==> config.mk <==
export PLATFORM = sky130hd
export DESIGN_NAME = alu_exec_flat
export DESIGN_NICKNAME = d
export VERILOG_FILES = /design/src/rtl/alu_exec_if.sv /design/src/rtl/alu_exec.sv /design/src/flat_wrapper.sv
export SDC_FILE = /design/constraint.sdc
export NUM_CORES = 1
export LEC_CHECK = 0
export ABC_AREA = 1
export ABC_CLOCK_PERIOD_IN_PS = 900
export BUFFER_PORTS_ARGS = -buffer_cell sky130_fd_sc_hd__buf_2
export CAP_MARGIN = 20
export CORE_MARGIN = 4
export CORE_UTILIZATION = 51
export CTS_CLUSTER_SIZE = 40
export DETAILED_ROUTE_END_ITERATION = 10
export GPL_TIMING_DRIVEN = 0
export PLACE_DENSITY = 0.72
export SKIP_CTS_REPAIR_TIMING = 1
export SYNTH_ARGS = -nofsm -noshare
export SYNTH_HDL_FRONTEND = slang
export SYNTH_SLANG_ARGS = --single-unit
export TNS_END_PERCENT = 5
==> constraint.sdc <==
create_clock -name clk -period 0.9 [get_ports clk]
set_input_delay 0.045 -clock clk [delete_from_list [all_inputs] [get_ports clk]]
set_output_delay 0.045 -clock clk [all_outputs]
set_load 0.02 [all_outputs]
==> src/rtl/alu_exec_if.sv <==
// Operand/handshake bus between the ID/EX register and the execute-stage ALU.
// master = pipeline side driving operations, slave = ALU.
interface alu_exec_if #(
    parameter int WIDTH = 32
);
    logic             in_valid;
    logic             in_ready;
    logic             flush;
    logic [7:0]       alucontrol;
    logic [WIDTH-1:0] a;
    logic [WIDTH-1:0] b;
    logic [WIDTH-1:0] result;
    logic             overflow;
    logic             out_valid;
    logic             busy;

    modport master (
        output in_valid, flush, alucontrol, a, b,
        input  in_ready, result, overflow, out_valid, busy
    );

    modport slave (
        input  in_valid, flush, alucontrol, a, b,
        output in_ready, result, overflow, out_valid, busy
    );
endinterface

==> src/rtl/alu_exec.sv <==
// Execute-stage ALU: single-cycle logic/arith ops, registered result with a one-cycle valid pulse.
// Define ALU_MULDIV_EN to add HI/LO and the iterative shift-add multiply / restoring divide.
module alu_exec #(
    parameter int WIDTH = 32,
    parameter int ITERS = 32
) (
    input  logic      clk,
    input  logic      resetn,
    alu_exec_if.slave bus
);
    localparam logic [7:0] AND_OP   = 8'b0010_0100;
    localparam logic [7:0] OR_OP    = 8'b0010_0101;
    localparam logic [7:0] XOR_OP   = 8'b0010_0110;
    localparam logic [7:0] NOR_OP   = 8'b0010_0111;
    localparam logic [7:0] ANDI_OP  = 8'b0101_1001;
    localparam logic [7:0] XORI_OP  = 8'b0101_1010;
    localparam logic [7:0] LUI_OP   = 8'b0101_1100;
    localparam logic [7:0] ORI_OP   = 8'b0101_1101;
    localparam logic [7:0] ADD_OP   = 8'b0010_0000;
    localparam logic [7:0] ADDU_OP  = 8'b0010_0001;
    localparam logic [7:0] SUB_OP   = 8'b0010_0010;
    localparam logic [7:0] SUBU_OP  = 8'b0010_0011;
    localparam logic [7:0] SLT_OP   = 8'b0010_1010;
    localparam logic [7:0] SLTU_OP  = 8'b0010_1011;
    localparam logic [7:0] MULT_OP  = 8'b0001_1000;
    localparam logic [7:0] MULTU_OP = 8'b0001_1001;
    localparam logic [7:0] DIV_OP   = 8'b0001_1010;
    localparam logic [7:0] DIVU_OP  = 8'b0001_1011;
    localparam logic [7:0] MFHI_OP  = 8'b0001_0000;
    localparam logic [7:0] MTHI_OP  = 8'b0001_0001;
    localparam logic [7:0] MFLO_OP  = 8'b0001_0010;
    localparam logic [7:0] MTLO_OP  = 8'b0001_0011;

    if (ITERS != WIDTH) begin : g_iters_check
        $error("alu_exec: ITERS must equal WIDTH");
    end

    logic [WIDTH-1:0] a, b, sum, diff, alu_res, hi_rd, lo_rd, imm_zx;
    logic             ovf_add, ovf_sub, alu_ovf, lt_s, lt_u, in_ready, accept;
    logic [WIDTH-1:0] result_q;
    logic             overflow_q, out_valid_q;

    assign a       = bus.a;
    assign b       = bus.b;
    assign sum     = a + b;
    assign diff    = a - b;
    assign ovf_add = (a[WIDTH-1] == b[WIDTH-1]) && (sum[WIDTH-1] != a[WIDTH-1]);
    assign ovf_sub = (a[WIDTH-1] != b[WIDTH-1]) && (diff[WIDTH-1] != a[WIDTH-1]);
    assign lt_s    = $signed(a) < $signed(b);
    assign lt_u    = a < b;
    assign imm_zx  = {{(WIDTH-16){1'b0}}, b[15:0]};
    assign accept  = bus.in_valid & in_ready & ~bus.flush;

    always_comb begin
        alu_res = sum;
        alu_ovf = 1'b0;
        case (bus.alucontrol)
            ADD_OP:   begin alu_res = sum;  alu_ovf = ovf_add; end
            SUB_OP:   begin alu_res = diff; alu_ovf = ovf_sub; end
            SUBU_OP:  alu_res = diff;
            SLT_OP:   alu_res = {{(WIDTH-1){1'b0}}, lt_s};
            SLTU_OP:  alu_res = {{(WIDTH-1){1'b0}}, lt_u};
            AND_OP:   alu_res = a & b;
            OR_OP:    alu_res = a | b;
            XOR_OP:   alu_res = a ^ b;
            NOR_OP:   alu_res = ~(a | b);
            ANDI_OP:  alu_res = a & imm_zx;
            ORI_OP:   alu_res = a | imm_zx;
            XORI_OP:  alu_res = a ^ imm_zx;
            LUI_OP:   alu_res = {b[15:0], {(WIDTH-16){1'b0}}};
            MFHI_OP:  alu_res = hi_rd;
            MFLO_OP:  alu_res = lo_rd;
            MTHI_OP, MTLO_OP, MULT_OP, MULTU_OP, DIV_OP, DIVU_OP: alu_res = '0;
            default:  alu_res = sum;
        endcase
    end

`ifdef ALU_MULDIV_EN
    typedef enum logic [1:0] {S_IDLE, S_MUL, S_DIV, S_FIN} state_t;

    state_t             state_q;
    logic [5:0]         cnt_q;
    logic [2*WIDTH-1:0] p_q, p_d, prod_fix;
    logic [WIDTH-1:0]   m_q, hi_q, lo_q, a_mag, b_mag, quo_fix, rem_fix;
    logic               neg_lo_q, neg_hi_q, busy_q;
    logic               is_mul, is_div, sgn, a_neg, b_neg;
    logic [WIDTH:0]     mul_sum, div_trial;

    assign is_mul = (bus.alucontrol == MULT_OP) || (bus.alucontrol == MULTU_OP);
    assign is_div = (bus.alucontrol == DIV_OP)  || (bus.alucontrol == DIVU_OP);
    assign sgn    = (bus.alucontrol == MULT_OP) || (bus.alucontrol == DIV_OP);
    assign a_neg  = sgn & a[WIDTH-1];
    assign b_neg  = sgn & b[WIDTH-1];
    assign a_mag  = a_neg ? -a : a;
    assign b_mag  = b_neg ? -b : b;

    // p_q holds {partial, multiplier} for MUL and {remainder, dividend/quotient} for DIV
    assign mul_sum   = {1'b0, p_q[2*WIDTH-1:WIDTH]} + {1'b0, (p_q[0] ? m_q : {WIDTH{1'b0}})};
    assign div_trial = p_q[2*WIDTH-1:WIDTH-1] - {1'b0, m_q};

    always_comb begin
        if (state_q == S_MUL)
            p_d = {mul_sum, p_q[WIDTH-1:1]};
        else if (div_trial[WIDTH])
            p_d = {p_q[2*WIDTH-2:0], 1'b0};
        else
            p_d = {div_trial[WIDTH-1:0], p_q[WIDTH-2:0], 1'b1};
    end

    assign prod_fix = neg_lo_q ? -p_d : p_d;
    assign quo_fix  = neg_lo_q ? -p_d[WIDTH-1:0] : p_d[WIDTH-1:0];
    assign rem_fix  = neg_hi_q ? -p_d[2*WIDTH-1:WIDTH] : p_d[2*WIDTH-1:WIDTH];
    assign hi_rd    = hi_q;
    assign lo_rd    = lo_q;
    assign in_ready = (state_q == S_IDLE);

    always_ff @(posedge clk or negedge resetn) begin
        if (!resetn) begin
            state_q     <= S_IDLE;
            cnt_q       <= '0;
            p_q         <= '0;
            m_q         <= '0;
            hi_q        <= '0;
            lo_q        <= '0;
            neg_lo_q    <= 1'b0;
            neg_hi_q    <= 1'b0;
            busy_q      <= 1'b0;
            result_q    <= '0;
            overflow_q  <= 1'b0;
            out_valid_q <= 1'b0;
        end else begin
            out_valid_q <= 1'b0;
            case (state_q)
                S_IDLE: begin
                    if (accept) begin
                        cnt_q <= '0;
                        if (is_mul || is_div) begin
                            state_q  <= is_mul ? S_MUL : S_DIV;
                            busy_q   <= 1'b1;
                            p_q      <= {{WIDTH{1'b0}}, (is_mul ? b_mag : a_mag)};
                            m_q      <= is_mul ? a_mag : b_mag;
                            // a zero divisor keeps the all-ones quotient unsigned
                            neg_lo_q <= (a_neg ^ b_neg) & (is_mul | (|b));
                            neg_hi_q <= a_neg;
                        end else begin
                            result_q    <= alu_res;
                            overflow_q  <= alu_ovf;
                            out_valid_q <= 1'b1;
                            if (bus.alucontrol == MTHI_OP) hi_q <= a;
                            if (bus.alucontrol == MTLO_OP) lo_q <= a;
                        end
                    end
                end
                S_MUL, S_DIV: begin
                    if (bus.flush) begin
                        state_q <= S_IDLE;
                        busy_q  <= 1'b0;
                    end else begin
                        p_q   <= p_d;
                        cnt_q <= cnt_q + 6'd1;
                        if (cnt_q == 6'(ITERS-1)) begin
                            state_q     <= S_FIN;
                            out_valid_q <= 1'b1;
                            overflow_q  <= 1'b0;
                            if (state_q == S_MUL) begin
                                hi_q     <= prod_fix[2*WIDTH-1:WIDTH];
                                lo_q     <= prod_fix[WIDTH-1:0];
                                result_q <= prod_fix[WIDTH-1:0];
                            end else begin
                                hi_q     <= rem_fix;
                                lo_q     <= quo_fix;
                                result_q <= quo_fix;
                            end
                        end
                    end
                end
                default: begin
                    state_q <= S_IDLE;
                    busy_q  <= 1'b0;
                end
            endcase
        end
    end

    assign bus.busy = busy_q;
`else
    assign hi_rd    = '0;
    assign lo_rd    = '0;
    assign in_ready = 1'b1;

    always_ff @(posedge clk or negedge resetn) begin
        if (!resetn) begin
            result_q    <= '0;
            overflow_q  <= 1'b0;
            out_valid_q <= 1'b0;
        end else begin
            out_valid_q <= accept;
            if (accept) begin
                result_q   <= alu_res;
                overflow_q <= alu_ovf;
            end
        end
    end

    assign bus.busy = 1'b0;
`endif

    assign bus.in_ready  = in_ready;
    assign bus.result    = result_q;
    assign bus.overflow  = overflow_q;
    assign bus.out_valid = out_valid_q;
endmodule

==> src/flat_wrapper.sv <==
// flat-port wrapper written by rule: the top's interface ports become plain ports
module alu_exec_flat 
#(
    parameter int WIDTH = 32,
    parameter int ITERS = 32
)
  (clk, resetn, bus_in_valid, bus_flush, bus_alucontrol, bus_a, bus_b, bus_in_ready, bus_result, bus_overflow, bus_out_valid, bus_busy);
  alu_exec_if #(.WIDTH(WIDTH)) bus_i ();
  input  logic clk;
  input  logic resetn;
  input wire logic [$bits(bus_i.in_valid)-1:0] bus_in_valid;
  input wire logic [$bits(bus_i.flush)-1:0] bus_flush;
  input wire logic [$bits(bus_i.alucontrol)-1:0] bus_alucontrol;
  input wire logic [$bits(bus_i.a)-1:0] bus_a;
  input wire logic [$bits(bus_i.b)-1:0] bus_b;
  output wire logic [$bits(bus_i.in_ready)-1:0] bus_in_ready;
  output wire logic [$bits(bus_i.result)-1:0] bus_result;
  output wire logic [$bits(bus_i.overflow)-1:0] bus_overflow;
  output wire logic [$bits(bus_i.out_valid)-1:0] bus_out_valid;
  output wire logic [$bits(bus_i.busy)-1:0] bus_busy;
  assign bus_i.in_valid = bus_in_valid;
  assign bus_i.flush = bus_flush;
  assign bus_i.alucontrol = bus_alucontrol;
  assign bus_i.a = bus_a;
  assign bus_i.b = bus_b;
  assign bus_in_ready = bus_i.in_ready;
  assign bus_result = bus_i.result;
  assign bus_overflow = bus_i.overflow;
  assign bus_out_valid = bus_i.out_valid;
  assign bus_busy = bus_i.busy;
  alu_exec #(.WIDTH(WIDTH), .ITERS(ITERS)) u_core (.clk(clk), .resetn(resetn), .bus(bus_i));
endmodule
==> results of run 1 <==
## flip-flops by register name (all words and copies together) (netlist names)
name                  cells
u_core.bus.out_valid      1
u_core.bus.result        32
u_core.bus.overflow       1
## layout make-up
| type | instances | area [µm²] | area share (%) |
|---|---|---|---|
| Buffer | 50 | 519.2 | 4.374 |
| Clock buffer | 5 | 125.1 | 1.054 |
| Clock inverter | 3 | 68.82 | 0.5797 |
| Inverter | 326 | 1280 | 10.78 |
| Multi-Input combinational cell | 1210 | 7737 | 65.18 |
| Sequential cell | 34 | 850.8 | 7.167 |
| Tap cell | 216 | 270.3 | 2.277 |
| Timing Repair Buffer | 167 | 1020 | 8.590 |
## cell families after synthesis
family	share of synthesized area, %
AO/OA/AOI/OAI	10.80
XOR/XNOR	1.043
other	0.08941
flip-flops	10.13
adder cells (fa/ha/maj)	14.78
AND/OR/NAND/NOR	45.45
buffers and inverters	17.71
## layer usage
layer	GRT usage [%]	vias up
met5	0	-
met3	7.957	200
met2	59.05	742
met1	45.64	5235
met4	26.93	0
li1	-	5321
## metrics by stage
stage	utilization [%]	total power [mW]	setup WS [ns]	std cells	TNS [ns]
2_1_floorplan	-	5.539	-0.6537	1622	-18.58
3_3_place_gp	58.65	7.256	-1.462	1947	-41.52
3_5_place_dp	58.65	7.338	-1.478	1947	-42.12
4_1_cts	59.86	9.627	-1.187	1955	-32.32
5_1_grt	74.19	12.25	-0.9942	2011	-26.59
6_report	74.19	11.65	-0.8865	2011	-23.95
## placed cells by master, fill, tap and decap left out, types with 6 or more instances in the layout
master,count
buf_2,109
o211ai_1,11
nor3_1,7
clkbuf_4,6
nor2_1,113
nand3_2,30
nand4_1,15
nor2_2,46
buf_8,14
nand3_1,91
ha_1,68
nor3_2,10
o22ai_1,8
buf_6,16
o21ai_2,7
inv_4,16
inv_1,250
a21oi_1,34
inv_2,55
nor2_4,35
o21ai_1,15
nand2_2,92
nand3_4,11
a21oi_2,18
buf_4,63
nand2_4,27
dfrtp_1,34
o21ai_0,26
a22oi_1,8
xor2_1,10
nand2_1,459
o221ai_1,7
ha_4,26
## where the power goes
group / leakage [nW] / internal [mW] / switching [mW] / total (mW)
registers: 0.407 / 1.83 / 0.158 / 1.99
logic: 6.05 / 2.62 / 4.77 / 7.40
clock network: 0.0940 / 1.59 / 0.671 / 2.26
total: 6.55 / 6.05 / 5.60 / 11.7
## worst reg2reg max path, stage by stage (launching register included)
cell and delay [ns]:
dfrtp_1 0.37, or2_2 0.30, nand2_2 0.06, inv_1 0.03
## how the worst min path moves through the flow
| stage | endpoint | slack [ns] | cells after the start |
|---|---|---|---|
| 5_1_grt | u_core.bus.result[7] | -0.11 | 1 |
| 3_3_place_gp | u_core.bus.result[2] | 0.13 | 1 |
| 6_report | u_core.bus.result[3] | -0.17 | 1 |
| 3_5_place_dp | u_core.bus.result[7] | 0.16 | 1 |
| 2_1_floorplan | u_core.bus.out_valid | -0.25 | 0 |
| 4_1_cts | u_core.bus.result[7] | -0.14 | 1 |
==> results.md, run 1 <==
- Logic depth of the worst path, buffers included: 14
- Vias post-DR: 11500
- Syn-to-layout area delta: 41.34%
- Top Metal Used: met4
- Global Route Usage Sum: 37.67%
- Inserted Clock Buffers: 5
- WS Path Type: in -> reg
- R2R Path End: u_core.bus.overflow
- DRT Pass-1 Iters: 6
- CTS tree: done
- Chip Height: 136.3 µm
- M1 WL: 14540 µm
- Port Buffers: 109
- Leading area contributor after synthesis: nand2_1
- End of the critical path: u_core.bus.result[13]
- Worst EP required: 1.07 ns
- Final Cell Area: 0.01187 mm²
- Syn. warnings: 0
- HP Class: in -> async
- Violated checks: negative hold slack, negative setup slack
- Fmax: 0.5598 GHz
- Dpl hpwl: 29780 µm
- Reg-to-reg critical path startpoint: u_core.bus.overflow
- Setup-failing EPs final: 34
- Worst Skew: 0 ns
- First-pass GRT wire length: 52540 µm
- Nets: 1968
- Row count: 46
- Leak: 6.552 nW
- CP Max Fanout: 7
- Slew margin rel.: 48.76%
- Post-synthesis cell count: 1622
- Post-DP Area: 0.009384 mm²
- Share of the synthesized area in the top cell type: 25.65%
- Post-route worst setup slack: -0.8865 ns
- Skew-Pair Late Insertion Delay: 0.28 ns
- Fin. max-slew vios: 0
- CP arrival: 1.96 ns
- GR Overflow Total: 0
- DRC: 0
- R2R depth: 3
- Hold slack: -0.1672 ns
- Peak VDD IR: 1.363 mV
- Routed WL per cell: 20.08 µm
- Largest net degree at the start of global routing: 35
- Slowest cell on the critical path: ha_4
- WP buf/inv: 3
- RSZ-0062 raised after global routing: true
- CP max stage delay: 0.34 ns
- Mapped cell area: 0.008399 mm²
- Max-cap violation count: 0
- Die extent in x: 136.3 µm
- Final Hold Vio Count: 34
- Seq/Total Area, Yosys: 10.13%
- R2R setup slack: 0.04 ns
- Filler Cell Count: 1347
- Seq cells post-synth: 34
- Routed WL: 40380 µm
- Initial DRC Count: 1109
- Outcome: finished with violations
- Critical path startpoint: bus_b[2]
- Sink Count: 34
- Met2 WL post-DR: 17820 µm
- Crit path capture type: flop
- Crit share post-route: 198.5%
- Most frequent cells after synthesis: nand2_1, inv_1, nor2_1, nand3_1, ha_1
- Die ar.: 0.01859 mm²
- Power density cells: 981.5 mW/mm²
- Share of cells above drive strength 1: 34.48%
- Crit-path cells: buf_2 > inv_4 > ha_4 > inv_1 > nand2_1 > nand2_1 > nand2_1 > nand3_2 > nand2_2 > nand3_4 > o21ai_0 > nand3_1 > nand2_1 > nand2_1
- Vias/cell: 5.718
- Starting Density: 52.49%
- DRT antenna net count: 0
- Min Tclk post-route: 1.787 ns
- Most frequent CP cell: nand2_1
- Met3 wire length: 4302 µm
- I/O pins: 112
- Core Area: 0.01600 mm²
- Most frequent cell after synthesis: nand2_1
- Asr flop ratio synth: 100.0%
- Number of global-route vias before repair: 9597
- EDFF count, synth: 0
- Synth Net Count: 1796
- Slew @ Worst Pin: 0.7685 ns
- Top delay family on crit path: simple AND/OR/NAND/NOR gates
- Startpoint types: input pin
- Post-synth cell types: 35
- H-tree depth: 2
- Antenna violations before repair: 0
- CTS max path bufs: 2
- # diodes: 0
- Avg Inst Size Synth: 5.178 µm²
- Root Buffer: clkbuf_16
- CTS clock-pin slew for the worst setup and hold paths: 0.06 ns
- Synth top area cells: nand2_1, ha_1, inv_1
- GP Congestion: 1.037
- Top_reg_cell synth: dfrtp_1
Power figures use the tool's default switching activity.
==> run 2, diff against run 1 <==
--- a/config.mk
+++ b/config.mk
@@ -10,11 +10,11 @@
 export BUFFER_PORTS_ARGS = -buffer_cell sky130_fd_sc_hd__buf_2
 export CAP_MARGIN = 20
 export CORE_MARGIN = 4
-export CORE_UTILIZATION = 51
+export CORE_UTILIZATION = 50
 export CTS_CLUSTER_SIZE = 40
 export DETAILED_ROUTE_END_ITERATION = 10
 export GPL_TIMING_DRIVEN = 0
-export PLACE_DENSITY = 0.72
+export PLACE_DENSITY = 0.71
 export SKIP_CTS_REPAIR_TIMING = 1
 export SYNTH_ARGS = -nofsm -noshare
 export SYNTH_HDL_FRONTEND = slang
==> run 2 against run 1 <==
Net effect:
- the flow still finishes with violations (negative hold slack, negative setup slack)
- worst setup slack improved by 0.055 ns
- register-to-register slack got worse by 0.02 ns
- critical path depth increased by 2
- count of clock-buffer cells in the layout increased by 1
- total power decreased by 3.3%
- combinational power decreased by 1%
- critical path type unchanged
- largest cell class unchanged
- highest routed layer unchanged
==> results.md, run 2 (synthesis gave the netlist of run 1 again) <==
- Outcome: finished with violations (unchanged)
- Violated checks: negative hold slack, negative setup slack (unchanged)
- Leak: 6.557 nW (was 6.552 nW)
- I/O pins: 112 (unchanged)
- Routed WL per cell: 19.48 µm (was 20.08 µm)
- Syn-to-layout area delta: 41.04% (was 41.34%)
- DRC: 0 (unchanged)
- Cell-internal power: 5.838 mW (was 6.048 mW)
- Final Hold Vio Count: 34 (unchanged)
- DRT antenna net count: 0 (unchanged)
- First-pass GRT wire length: 52050 µm (was 52540 µm)
- Clock network fraction of total power: 17.5% (was 19.4%)
- Critical path startpoint: bus_a[8] (was bus_b[2])
- WS Path Type: in -> reg (unchanged)
- GR met2 Demand/Resource: 57.51% (was 59.05%)
- Antenna violations before repair: 0 (unchanged)
- Number of global-route vias before repair: 9162 (was 9597)
- Switching share of power: 48.21% (was 48.09%)
- GRT met1 Usage: 45.95% (was 45.64%)
- CP arrival: 1.91 ns (was 1.96 ns)
- Most common cell after layout, fill and taps aside: nand2_1 (unchanged)
- Crit share post-route: 192.4% (was 198.5%)
- CTS clock-pin slew for the worst setup and hold paths: 0.05 ns (was 0.06 ns)
- Fmax: 0.5776 GHz (was 0.5598 GHz)
- Net load switching power: 5.435 mW (was 5.604 mW)
- Routed WL: 39340 µm (was 40380 µm)
- GR Overflow Total: 0 (unchanged)
- Crit path capture type: flop (unchanged)
- Inserted Clock Buffers: 5 (unchanged)
- Sink Count: 34 (unchanged)
- Crit-path cells: buf_2 > inv_1 > ha_4 > buf_2 > nor2_4 > nand2_2 > nor3_2 > nand2_2 > nand2_4 > nand2_4 > nand2_2 > nand2_1 > nand3_2 > nand3_4 > nand2_2 > inv_2 (was buf_2 > inv_4 > ha_4 > inv_1 > nand2_1 > nand2_1 > nand2_1 > nand3_2 > nand2_2 > nand3_4 > o21ai_0 > nand3_1 > nand2_1 > nand2_1)
- Global Route Usage Sum: 36.92% (was 37.67%)
- R2R setup slack: 0.02 ns (was 0.04 ns)
- Root Buffer: clkbuf_16 (unchanged)
- R2R depth: 3 (unchanged)
- Dpl hpwl: 29600 µm (was 29780 µm)
- Slew margin rel.: 28.28% (was 48.76%)
- Startpoint types: input pin (unchanged)
- Fin. max-slew vios: 0 (unchanged)
- CTS max path bufs: 2 (unchanged)
- Slew @ Worst Pin: 1.076 ns (was 0.7685 ns)
- Core Area: 0.01652 mm² (was 0.01600 mm²)
- GP Congestion: 1.009 (was 1.037)
- HP Class: in -> async (unchanged)
- Max-cap violation count: 0 (unchanged)
- Post-route worst setup slack: -0.8312 ns (was -0.8865 ns)
- Met3 Use GR: 7.560% (was 7.957%)
- Most frequent CP cell: nand2_2 (was nand2_1)
- Nets: 1973 (was 1968)
- DRT Pass-1 Iters: 6 (unchanged)
- Port Buffers: 109 (unchanged)
- Die ar.: 0.01894 mm² (was 0.01859 mm²)
- Max reg flops: 32 (unchanged)
- Vias/cell: 5.572 (was 5.718)
- Min Tclk post-route: 1.731 ns (was 1.787 ns)
- # diodes: 0 (unchanged)
- Fin cells: 2019 (was 2011)
- Share of cells above drive strength 1: 33.46% (was 34.48%)
- H-tree depth: 2 (unchanged)
- Sequential power share: 17.6% (was 17.1%)
- Worst EP required: 1.08 ns (was 1.07 ns)
- Peak VDD IR: 1.043 mV (was 1.363 mV)
- CTS tree: done (unchanged)
- Slowest cell on the critical path: ha_4 (unchanged)
- Combinational share of power: 64.9% (was 63.5%)
- Initial DRC Count: 1108 (was 1109)
- Vias post-DR: 11250 (was 11500)
- Dpl cells: 1951 (was 1947)
- CP Max Fanout: 4 (was 7)
- GR peak layer: met2 (unchanged)
- Largest net degree at the start of global routing: 35 (unchanged)
- Setup-failing EPs final: 33 (was 34)
- Chip Height: 137.6 µm (was 136.3 µm)
- Skew-Pair Late Insertion Delay: 0.28 ns (about the same)
- Hold slack: -0.1577 ns (was -0.1672 ns)
- Total negative setup slack: -23.86 ns (was -23.95 ns)
- RSZ-0062 raised after global routing: true (unchanged)
- Worst Skew: 0 ns (unchanged)
- CP max stage delay: 0.21 ns (was 0.34 ns)
- Most frequent cells in the layout: nand2_1, inv_1, nor2_1, buf_2, nand2_2 (unchanged)
- Reg-to-reg critical path startpoint: u_core.bus.overflow (unchanged)
- R2R Path End: u_core.bus.overflow (unchanged)
- Starting Density: 50.83% (was 52.49%)
- Row count: 47 (was 46)
- Power density cells: 951.6 mW/mm² (was 981.5 mW/mm²)
- Die extent in x: 137.6 µm (was 136.3 µm)
==> run 2: changes by cell type in the layout (fill, tap and decap cells not counted), sizes merged <==
| cell | change |
|---|---|
| inv | -2 |
| clkinvlp | +2 |
| clkbuf | +1 |
| clkinv | -1 |
| buf | +5 |
| bufinv | -1 |
==> run 2: worst max path at each step <==
stage,to,slack (ns)
after floorplan,u_core.bus.result[0],-0.65
after global placement,u_core.bus.overflow,-1.56
final,u_core.bus.overflow,-0.83
after CTS,u_core.bus.overflow,-1.27
after detailed placement,u_core.bus.overflow,-1.57
after global routing,u_core.bus.overflow,-0.93
==> run 2: per-layer routing <==
layer	vias to the layer above	wire, µm
met5	-	0
met4	0	3348
met3	181	3515
met2	638	17260
met1	5095	15220
li1	5335	-
==> run 2: stage by stage <==
step | cell area [µm²] | total power [mW] | setup WS [ns] | util, %
after floorplan | 8568 | 5.539 | -0.6537 | -
after global placement | 9389 | 7.279 | -1.559 | 56.82
after detailed placement | 9389 | 7.335 | -1.565 | 56.82
after CTS | 9558 | 9.341 | -1.274 | 57.84
after global routing | 11850 | 11.94 | -0.9332 | 71.69
final | 11850 | 11.27 | -0.8312 | 71.69
==> run 2: worst max-delay path, delay by kind of cell <==
| kind | cells | cell delay (ns) |
|---|---|---|
| simple gates | 11 | 1.20 |
| fa+ha+maj | 1 | 0.21 |
| buf+inv | 4 | 0.44 |
==> run 2: power by group through the flow <==
stage | combinational, mW | sequential, mW | clock (mW)
after floorplan | 3.14 | 2.39 | 0
after global placement | 5.28 | 2.00 | 0
after detailed placement | 5.33 | 2.00 | 0
after CTS | 5.36 | 1.98 | 2.00
after global routing | 7.85 | 2.02 | 2.07
final | 7.32 | 1.98 | 1.98
==> run 2: cell type report <==
cell class	count	area, µm²
multi-input cells	1210	7672
fillers	1489	4678
inverters	326	1282
repair buffers	174	1105
flip-flops and latches	34	850.8
plain buffers	48	491.7
well taps	220	275.3
clock buffers	6	138.9
clock inverters	1	30.03
